--- config.mk ---
export PLATFORM = sky130hd
export DESIGN_NAME = ghost_catch_monitor
export DESIGN_NICKNAME = d
export VERILOG_FILES = /design/src/rtl/ghost_catch_monitor_pkg.sv /design/src/rtl/ghost_catch_monitor_hit_cmp.sv /design/src/rtl/ghost_catch_monitor.sv
export SDC_FILE = /design/constraint.sdc
export NUM_CORES = 1
export LEC_CHECK = 0
export BUFFER_PORTS_ARGS = -buffer_cell sky130_fd_sc_hd__buf_4
export CAP_MARGIN = 20
export CELL_PAD_IN_SITES_DETAIL_PLACEMENT = 0
export CELL_PAD_IN_SITES_GLOBAL_PLACEMENT = 1
export CORE_MARGIN = 2
export CORE_UTILIZATION = 47
export CTS_CLUSTER_DIAMETER = 150
export CTS_CLUSTER_SIZE = 20
export DETAILED_ROUTE_END_ITERATION = 8
export PLACE_DENSITY = 0.88
export SLEW_MARGIN = 20
export SYNTH_ARGS = -nofsm -noshare
export SYNTH_HDL_FRONTEND = slang
export SYNTH_SLANG_ARGS = --single-unit
--- constraint.sdc ---
create_clock -name clk -period 3.57 [get_ports clk]
set_clock_uncertainty 0.05 [all_clocks]
set_input_delay 0.5355 -clock clk [delete_from_list [all_inputs] [get_ports clk]]
set_output_delay 0.5355 -clock clk [all_outputs]
set_load 0.02 [all_outputs]
--- src/rtl/ghost_catch_monitor_pkg.sv ---
// Shared definitions for the ghost catch monitor: coordinate widths, ghost count,
// FSM state encoding and the winner priority encoder.
package ghost_catch_monitor_pkg;

    localparam int X_W     = 10;
    localparam int Y_W     = 9;
    localparam int N_GHOST = 4;

    typedef enum logic [1:0] {
        ST_PLAY    = 2'd0,
        ST_CAUGHT  = 2'd1,
        ST_RESPAWN = 2'd2,
        ST_OVER    = 2'd3
    } state_e;

    // Lowest index with its bit set wins; returns 0 when nothing is set.
    function automatic logic [1:0] lowest_set(input logic [N_GHOST-1:0] v);
        logic [1:0] idx;
        idx = 2'd0;
        for (int i = N_GHOST - 1; i >= 0; i--) begin
            if (v[i]) idx = 2'(i);
        end
        return idx;
    endfunction

endpackage

--- src/rtl/ghost_catch_monitor_hit_cmp.sv ---
// Per-ghost overlap detector: absolute x/y distance to Pac-Man, registered hit bit.
module ghost_catch_monitor_hit_cmp
    import ghost_catch_monitor_pkg::*;
#(
    parameter int HIT_DIST = 8
) (
    input  logic           clk,
    input  logic           rst,
    input  logic [X_W-1:0] pac_x,
    input  logic [Y_W-1:0] pac_y,
    input  logic [X_W-1:0] gx,
    input  logic [Y_W-1:0] gy,
    output logic           hit_q
);

    logic [X_W-1:0] dx;
    logic [Y_W-1:0] dy;
    logic           hit_d;

    // Larger minus smaller keeps the distance unsigned without wrap.
    assign dx    = (pac_x >= gx) ? (pac_x - gx) : (gx - pac_x);
    assign dy    = (pac_y >= gy) ? (pac_y - gy) : (gy - pac_y);
    assign hit_d = (dx < X_W'(HIT_DIST)) && (dy < Y_W'(HIT_DIST));

    always_ff @(posedge clk or negedge rst) begin
        if (!rst) hit_q <= 1'b0;
        else      hit_q <= hit_d;
    end

endmodule

--- src/rtl/ghost_catch_monitor.sv ---
// Catch monitor: debounces ghost/Pac-Man overlaps on the movement tick, then runs the
// freeze, respawn, lives and game-over sequence.
module ghost_catch_monitor
    import ghost_catch_monitor_pkg::*;
#(
    parameter int HIT_DIST     = 8,
    parameter int HIT_TICKS    = 2,
    parameter int FREEZE_TICKS = 64,
    parameter int LIVES        = 3
) (
    input  logic                   clk,
    input  logic                   rst,
    input  logic                   tick,
    input  logic                   start,
    input  logic [X_W-1:0]         pac_x,
    input  logic [Y_W-1:0]         pac_y,
    input  logic [N_GHOST*X_W-1:0] ghost_x,
    input  logic [N_GHOST*Y_W-1:0] ghost_y,
    output logic                   freeze,
    output logic                   respawn,
    output logic [1:0]             catch_id,
    output logic [1:0]             lives,
    output logic                   game_over,
    output state_e                 state_dbg
);

    logic [N_GHOST-1:0] hit_q;
    state_e             state_q, state_d;
    logic [1:0]         lives_q, lives_d;
    logic [1:0]         catch_id_q, catch_id_d;
    logic [3:0]         hit_cnt_q, hit_cnt_d;
    logic [7:0]         frz_cnt_q, frz_cnt_d;
    logic [3:0]         hit_cnt_inc;
    logic [7:0]         frz_cnt_inc;
    logic               any_hit;

    for (genvar g = 0; g < N_GHOST; g++) begin : g_cmp
        ghost_catch_monitor_hit_cmp #(.HIT_DIST(HIT_DIST)) u_cmp (
            .clk   (clk),
            .rst   (rst),
            .pac_x (pac_x),
            .pac_y (pac_y),
            .gx    (ghost_x[g*X_W +: X_W]),
            .gy    (ghost_y[g*Y_W +: Y_W]),
            .hit_q (hit_q[g])
        );
    end

    assign any_hit     = |hit_q;
    assign hit_cnt_inc = hit_cnt_q + 4'd1;
    assign frz_cnt_inc = frz_cnt_q + 8'd1;

    always_comb begin
        state_d    = state_q;
        lives_d    = lives_q;
        catch_id_d = catch_id_q;
        hit_cnt_d  = hit_cnt_q;
        frz_cnt_d  = frz_cnt_q;
        case (state_q)
            ST_PLAY: begin
                if (tick) begin
                    if (!any_hit) begin
                        hit_cnt_d = 4'd0;
                    end else if (hit_cnt_inc == 4'(HIT_TICKS)) begin
                        // lives is at least 1 whenever PLAY is active, so no underflow.
                        state_d    = ST_CAUGHT;
                        catch_id_d = lowest_set(hit_q);
                        lives_d    = lives_q - 2'd1;
                        frz_cnt_d  = 8'd0;
                        hit_cnt_d  = 4'd0;
                    end else begin
                        hit_cnt_d = hit_cnt_inc;
                    end
                end
            end
            ST_CAUGHT: begin
                if (tick) begin
                    frz_cnt_d = frz_cnt_inc;
                    if (frz_cnt_inc == 8'(FREEZE_TICKS)) begin
                        state_d = (lives_q == 2'd0) ? ST_OVER : ST_RESPAWN;
                    end
                end
            end
            ST_RESPAWN: begin
                state_d   = ST_PLAY;
                hit_cnt_d = 4'd0;
            end
            ST_OVER: begin
                if (start) begin
                    state_d = ST_RESPAWN;
                    lives_d = 2'(LIVES);
                end
            end
            default: state_d = ST_PLAY;
        endcase
    end

    always_ff @(posedge clk or negedge rst) begin
        if (!rst) begin
            state_q    <= ST_PLAY;
            lives_q    <= 2'(LIVES);
            catch_id_q <= 2'd0;
            hit_cnt_q  <= 4'd0;
            frz_cnt_q  <= 8'd0;
        end else begin
            state_q    <= state_d;
            lives_q    <= lives_d;
            catch_id_q <= catch_id_d;
            hit_cnt_q  <= hit_cnt_d;
            frz_cnt_q  <= frz_cnt_d;
        end
    end

    assign freeze    = (state_q == ST_CAUGHT) || (state_q == ST_OVER);
    assign respawn   = (state_q == ST_RESPAWN);
    assign game_over = (state_q == ST_OVER);
    assign catch_id  = catch_id_q;
    assign lives     = lives_q;
    assign state_dbg = state_q;

endmodule

# Word level (Yosys, flattened, before mapping)
# Index checks and enable logic that the tools add are counted.
[op_classes]
eq_ne = 11
reduce_logical = 16
addsub = 19
order_cmp = 16
muxes = 34
[op_table]
columns = ["op", "count"]
rows = [
  ["subtractor 10 bit", 8],
  ["subtractor 9 bit", 8],
  [">= comparator 10 bit", 4],
  ["< comparator 10 x 4 -> 1 bit, second input constant", 4],
  ["two-way mux 10 bit", 4],
  [">= comparator 9 bit", 4],
  ["< comparator 9 x 4 -> 1 bit, second input constant", 4],
  ["two-way mux 9 bit", 4],
  ["two-way mux 8 bit", 4],
  ["two-way mux 2 bit", 14],
  ["case mux 8 bit (2 select lines)", 1],
  ["two-way mux 4 bit", 3],
  ["inequality test 2 bit, second input constant", 6],
  ["AND reduction 5 bit", 2],
  ["adder 8 x 1 -> 8 bit, second input constant", 1],
  ["== test 8 x 7 -> 1 bit, second input constant", 1],
  ["case mux 2 bit (4 select lines)", 1],
  ["case mux 4 bit (2 select lines)", 1],
  ["AND reduction 6 bit", 1],
  ["nonzero test 2 bit", 3],
  ["adder 4 x 1 -> 4 bit, second input constant", 1],
  ["== test 2 bit, second input constant", 2],
  ["== test 4 x 2 -> 1 bit, second input constant", 1],
  ["logical AND 1 bit", 4],
  ["9 further kinds", 10],
]
[word_totals]
regBits = 22
wordCells = 105
in_bits = 99
out_inout_bits = 9

# Longest topological paths before layout
[depth]
word_depth = 6
ltp_mapped = 13
ltp_nobuf = 11

# By module
# Synthesis repeated with hierarchy kept, for this count alone.
[hier_totals]
cells_unflattened = 978
hier_area_um2 = 7312.0
[by_module_without_submodules]
columns = ["mod", "area_each_um2", "instances", "seq_area_each_um2", "cells_each"]
rows = [
  ["ghost_catch_monitor_hit_cmp at g_cmp[1].u_cmp ...", 1572.8, 3, 25.0, 218],
  ["ghost_catch_monitor_hit_cmp at g_cmp[0].u_cmp", 1497.7, 1, 25.0, 205],
  ["ghost_catch_monitor", 1096.1, 1, 452.9, 119],
]

# Worst setup path before layout
# No wires, ideal clock.
[synth_timing]
path_kind = "input to register"
startpoint = "in pac_y[1]"
endpoint = "reg g_cmp[2].u_cmp.hit_q"
stages = 11
setup_ns = 0.111
arrival_ns = 3.232
slack_ns = 0.176
path_buffers = 0
cell_sequence = "inv_1 ha_1 nor2b_1 o31ai_1 a21oi_1 o32ai_1 mux2_2 xor2_1 a311oi_1 nand4_1 a2111oi_2"
[synth_via]
elab_chain_len = 4
[synth_rtl]
columns = ["element", "line_no", "rtl"]
rows = [
  ["start: declaration", "ghost_catch_monitor.sv:16", "input logic [Y_W-1:0] pac_y,"],
  ["subtractor 9 bit or >= comparator 9 bit (tied branches)", "ghost_catch_monitor_hit_cmp.sv:22", "assign dy = (pac_y >= gy) ? (pac_y - gy) : (gy - pac_y);"],
  ["two-way mux 9 bit (*)", "ghost_catch_monitor_hit_cmp.sv:22", ""],
  ["< comparator 9 x 4 -> 1 bit (*)", "ghost_catch_monitor_hit_cmp.sv:23", "assign hit_d = (dx < X_W'(HIT_DIST)) && (dy < Y_W'(HIT_DIST));"],
  ["logical AND 1 bit (*)", "ghost_catch_monitor_hit_cmp.sv:23", ""],
  ["net g_cmp[2].u_cmp.hit_d", "ghost_catch_monitor_hit_cmp.sv:18", "logic hit_d;"],
  ["end signal: assignment", "ghost_catch_monitor_hit_cmp.sv:27", "else hit_q <= hit_d;"],
  ["end: declaration", "ghost_catch_monitor_hit_cmp.sv:13", "output logic hit_q"],
]
# Mark *: on every way through the listed nets, which the timed path passes. The rest lies on a longest branch.
# A chain may end at the register's enable or synchronous reset.

# Worst setup path after layout
[layout_timing]
startpoint = "in pac_x[1]"
endpoint = "reg g_cmp[0].u_cmp.hit_q"
[layout_via]
elab_chain_len = 4
[layout_rtl]
columns = ["element", "line_no", "rtl"]
rows = [
  ["start: declaration", "ghost_catch_monitor.sv:15", "input logic [X_W-1:0] pac_x,"],
  ["subtractor 10 bit or >= comparator 10 bit (tied branches)", "ghost_catch_monitor_hit_cmp.sv:21", "assign dx = (pac_x >= gx) ? (pac_x - gx) : (gx - pac_x);"],
  ["two-way mux 10 bit (*)", "ghost_catch_monitor_hit_cmp.sv:21", ""],
  ["< comparator 10 x 4 -> 1 bit (*)", "ghost_catch_monitor_hit_cmp.sv:23", ""],
  ["logical AND 1 bit (*)", "ghost_catch_monitor_hit_cmp.sv:23", ""],
  ["net g_cmp[0].u_cmp.hit_d", "ghost_catch_monitor_hit_cmp.sv:18", ""],
  ["end signal: assignment", "ghost_catch_monitor_hit_cmp.sv:27", ""],
  ["end: declaration", "ghost_catch_monitor_hit_cmp.sv:13", ""],
]
# Marked as above.

==> flow_summary.toml <==
[cts]
root_buffer = "clkbuf_16"
clockBufferDepth = 2
numCtsBuffers = 3
cts.clk_slew.worst_paths_ns = 0.07
post_cts_buffers = 0
cts_resized = 0
tritoncts = "built"
hold_buffers = 0
clkLatencyLatePin_ns = 0.26
cts_sinks = 22
h-tree-depth = 1

[yosys]
synth_area_sq_um = 6773
syn_avg_cell_area_sq_um = 7.378
synth_ff_type = "dfrtp_1"
ys_ff_latch = 22
async_flop_share = 1.000
yosys_warnings = 0
synth_fp_nets = 1165
yosysSeqAreaShare = 0.08166
synth_edf_count = 0
synthDistinctLibCells = 78
synth_cells = 918

[critical_path]
cp.arrival_ns = 3.40
rr_endpoint = "frz_cnt_q[2]$_DFFE_PN0P_"
crit_buf_inv = 3
start_kind = "input port"
cp_top_family = "compound AO/OA/AOI/OAI gates"
reg2reg_depth = 7
crit_path_end_kind = "register"
crit_path_max_incr_delay_ns = 0.42
crit_chain = "buf_4 -> inv_1 -> ha_1 -> nor2b_4 -> o311a_4 -> o41a_1 -> a31oi_4 -> buf_4 -> nor3_1 -> a21oi_1 -> xor2_1 -> or4_4 -> nor4_2"
crit_top_cell = "buf_4"
path_max_fanout = 6
cpMaxStageDelayCell = "or4_4"
required_ns = 3.68
worst-setup-path-type = "in -> reg"
r2r_start = "hit_cnt_q[0]$_DFFE_PN0P_"
r2r_setup_slack_ns = 1.29

[floorplan]
fp.dieW_um = 124.0
num_rows = 43
dieArea_sq_um = 15390
initial_core_util = 0.4842
core_sq_um = 13990
ioPinCount = 108
die_h_um = 124.0

[pwr]
switching_share = 0.4386
p_int_mw = 0.9548
ir_drop_mv = 0.1470
switchingPower_mw = 0.7461
leakage_nw = 4.133
power.share.sequential = 0.167
power_frac_clock = 0.156
combPwrFrac = 0.677
power_mw = 1.701
p_per_area_nw_per_um2 = 212.2

[routing]
avgRoutedWirePerCell_um = 15.31
drt_wl_total_um = 18600
drtPass1Iterations = 5
dr_total_vias = 6891
vias_per_cell = 5.672
drc = 0
first_iter_violations = 433
antenna_left = 0

[sta]
holdWs_ns = 0.1132
rsz0062_at_grt = "false"
fmax_mhz = 304.4
finalCritPeriodShare = 0.9201
maxSlewHeadroom = 0.6161
setup_viol = 0
setup_ws_ns = 0.2854
tightestPinTransition_ns = 0.5720
hold_viol_final = 0
tns_ns = 0
slew_viol_final = 0
finalCriticalPeriod_ns = 3.285

[grt]
grtUsageMet3 = 0.01786
grt_pass1_wl_um = 29330
overflow = 0
grt_util_met2 = 0.4006
antenna_found_initial = 0
busiest_layer = "met2"
grt_pass1_vias = 6077
grt_start_max_net_pins = 23
grt_usage = 0.2371
met1_usage = 0.3413

[finish]
n_antenna_cell = 0
multiInputGateArea_sq_um = 5669
area_growth_pct = 18.34
filler_cell_count = 1375
drive_above_1_share = 0.1691
nNetsFinal = 1283
regArea_sq_um = 553.0

[place]
numPortBuffers = 107
place_ws_ns = 0.03259
hpwl_um = 15740
place_congestion = 0.9104

[run]
maxCapViolCount = 0

[hold_path]
hold_path.class = "in -> async"

[status]
run_status = "finished clean"
## cell type report
type	instances	share of cell area
tap	180	0.02810
clock buffer	4	0.01108
timing repair buffer	138	0.1293
multi-input combinational	753	0.7073
inverter	118	0.05526
sequential	22	0.06900
## cells in the mapped netlist, types with 4 or more instances
master,n,share of area
ha_1,148,0.27
inv_1,118,0.065
a21oi_1,80,0.059
o21ai_0,66,0.049
nor2_1,58,0.032
nand2_1,44,0.024
nor3_1,27,0.020
clkbuf_1,21,0.012
o21a_1,21,0.023
dfrtp_1,20,0.074
nor2b_1,20,0.018
mux2i_1,19,0.028
nand2b_1,19,0.018
nand3_1,18,0.013
xor2_1,18,0.023
xnor2_1,17,0.022
a21o_1,16,0.018
nand4_1,14,0.013
a31oi_1,13,0.012
and3_1,9,0.0083
mux2_2,8,0.013
o31ai_1,8,0.0089
and2_1,7,0.0065
o21bai_1,7,0.0078
or2_2,7,0.0065
o2111ai_1,6,0.0078
nor4_1,5,0.0046
o221ai_1,5,0.0065
o211ai_1,4,0.0044
o21ai_1,4,0.0030
o22ai_1,4,0.0037
or3_1,4,0.0037
or4_1,4,0.0044
## state kept, by name (all words and copies together) (netlist names)
signal             count
catch_id               2
hit_cnt_q              4
lives                  2
frz_cnt_q              8
g_cmp.u_cmp.hit_q      4
state_dbg              2
## through the flow
stage	utilization	instance area (sq um)	cells
finish	0.5730	8015	1215
global route	0.5730	8015	1215
CTS	0.5730	8015	1215
detailed placement	0.5666	7926	1211
global placement	0.5666	7926	1211
floorplan	-	6773	918
## power by group through the flow
stage	Clock [mW]	Sequential, mW	Combinational, mW
2_1_floorplan	0	0.281	0.787
3_3_place_gp	0	0.288	1.14
3_5_place_dp	0	0.288	1.14
4_1_cts	0.270	0.284	1.14
5_1_grt	0.282	0.287	1.28
6_report	0.266	0.284	1.15
## layer usage
layer,vias up,wire (um),part of all wire
li1,3546,-,-
met4,0,65,0.0035
met2,169,8567,0.46
met3,6,1038,0.056
met5,-,0,0
met1,3170,8933,0.48
## placed cells by master (no fill, tap or decap), types with 8 or more instances in the layout
| master | count |
|---|---|
| nor2_1 | 58 |
| nand3_1 | 18 |
| o21ai_0 | 66 |
| nand2b_1 | 19 |
| nand2_1 | 44 |
| a21o_1 | 16 |
| a31oi_1 | 13 |
| nand4_1 | 14 |
| xnor2_1 | 17 |
| o21a_1 | 21 |
| xor2_1 | 18 |
| mux2i_1 | 19 |
| nor2b_1 | 20 |
| buf_4 | 138 |
| inv_1 | 118 |
| mux2_2 | 8 |
| ha_1 | 148 |
| a21oi_1 | 80 |
| dfrtp_1 | 20 |
| o31ai_1 | 8 |
| and3_1 | 9 |
| nor3_1 | 27 |
## how the worst max path moves through the flow
| stage | start | slack [ns] | end | cells after the start |
|---|---|---|---|---|
| 6_report | pac_x[1] | 0.29 | g_cmp[0].u_cmp.hit_q$_DFF_PN0_ | 13 |
| 5_1_grt | pac_y[1] | 0.05 | g_cmp[0].u_cmp.hit_q$_DFF_PN0_ | 12 |
| 4_1_cts | pac_x[1] | 0.30 | g_cmp[0].u_cmp.hit_q$_DFF_PN0_ | 13 |
| 3_5_place_dp | pac_x[1] | 0.03 | g_cmp[0].u_cmp.hit_q$_DFF_PN0_ | 13 |
| 3_3_place_gp | pac_x[1] | 0.10 | g_cmp[0].u_cmp.hit_q$_DFF_PN0_ | 11 |
| 2_1_floorplan | pac_y[1] | 0.18 | g_cmp[2].u_cmp.hit_q$_DFF_PN0_ | 11 |
## cells by family (layout without fill, tap and decap cells)
logic type,Yosys count,count (layout),share of synthesized area
mux,27,27,0.04138
buf+inv,143,260,0.08129
fa+ha+maj,148,148,0.2734
compound gates,282,282,0.2721
xor+xnor,35,35,0.04526
simple gates,261,261,0.2049
flops,22,22,0.08166
Note: power is estimated with default switching activity, not from simulation.
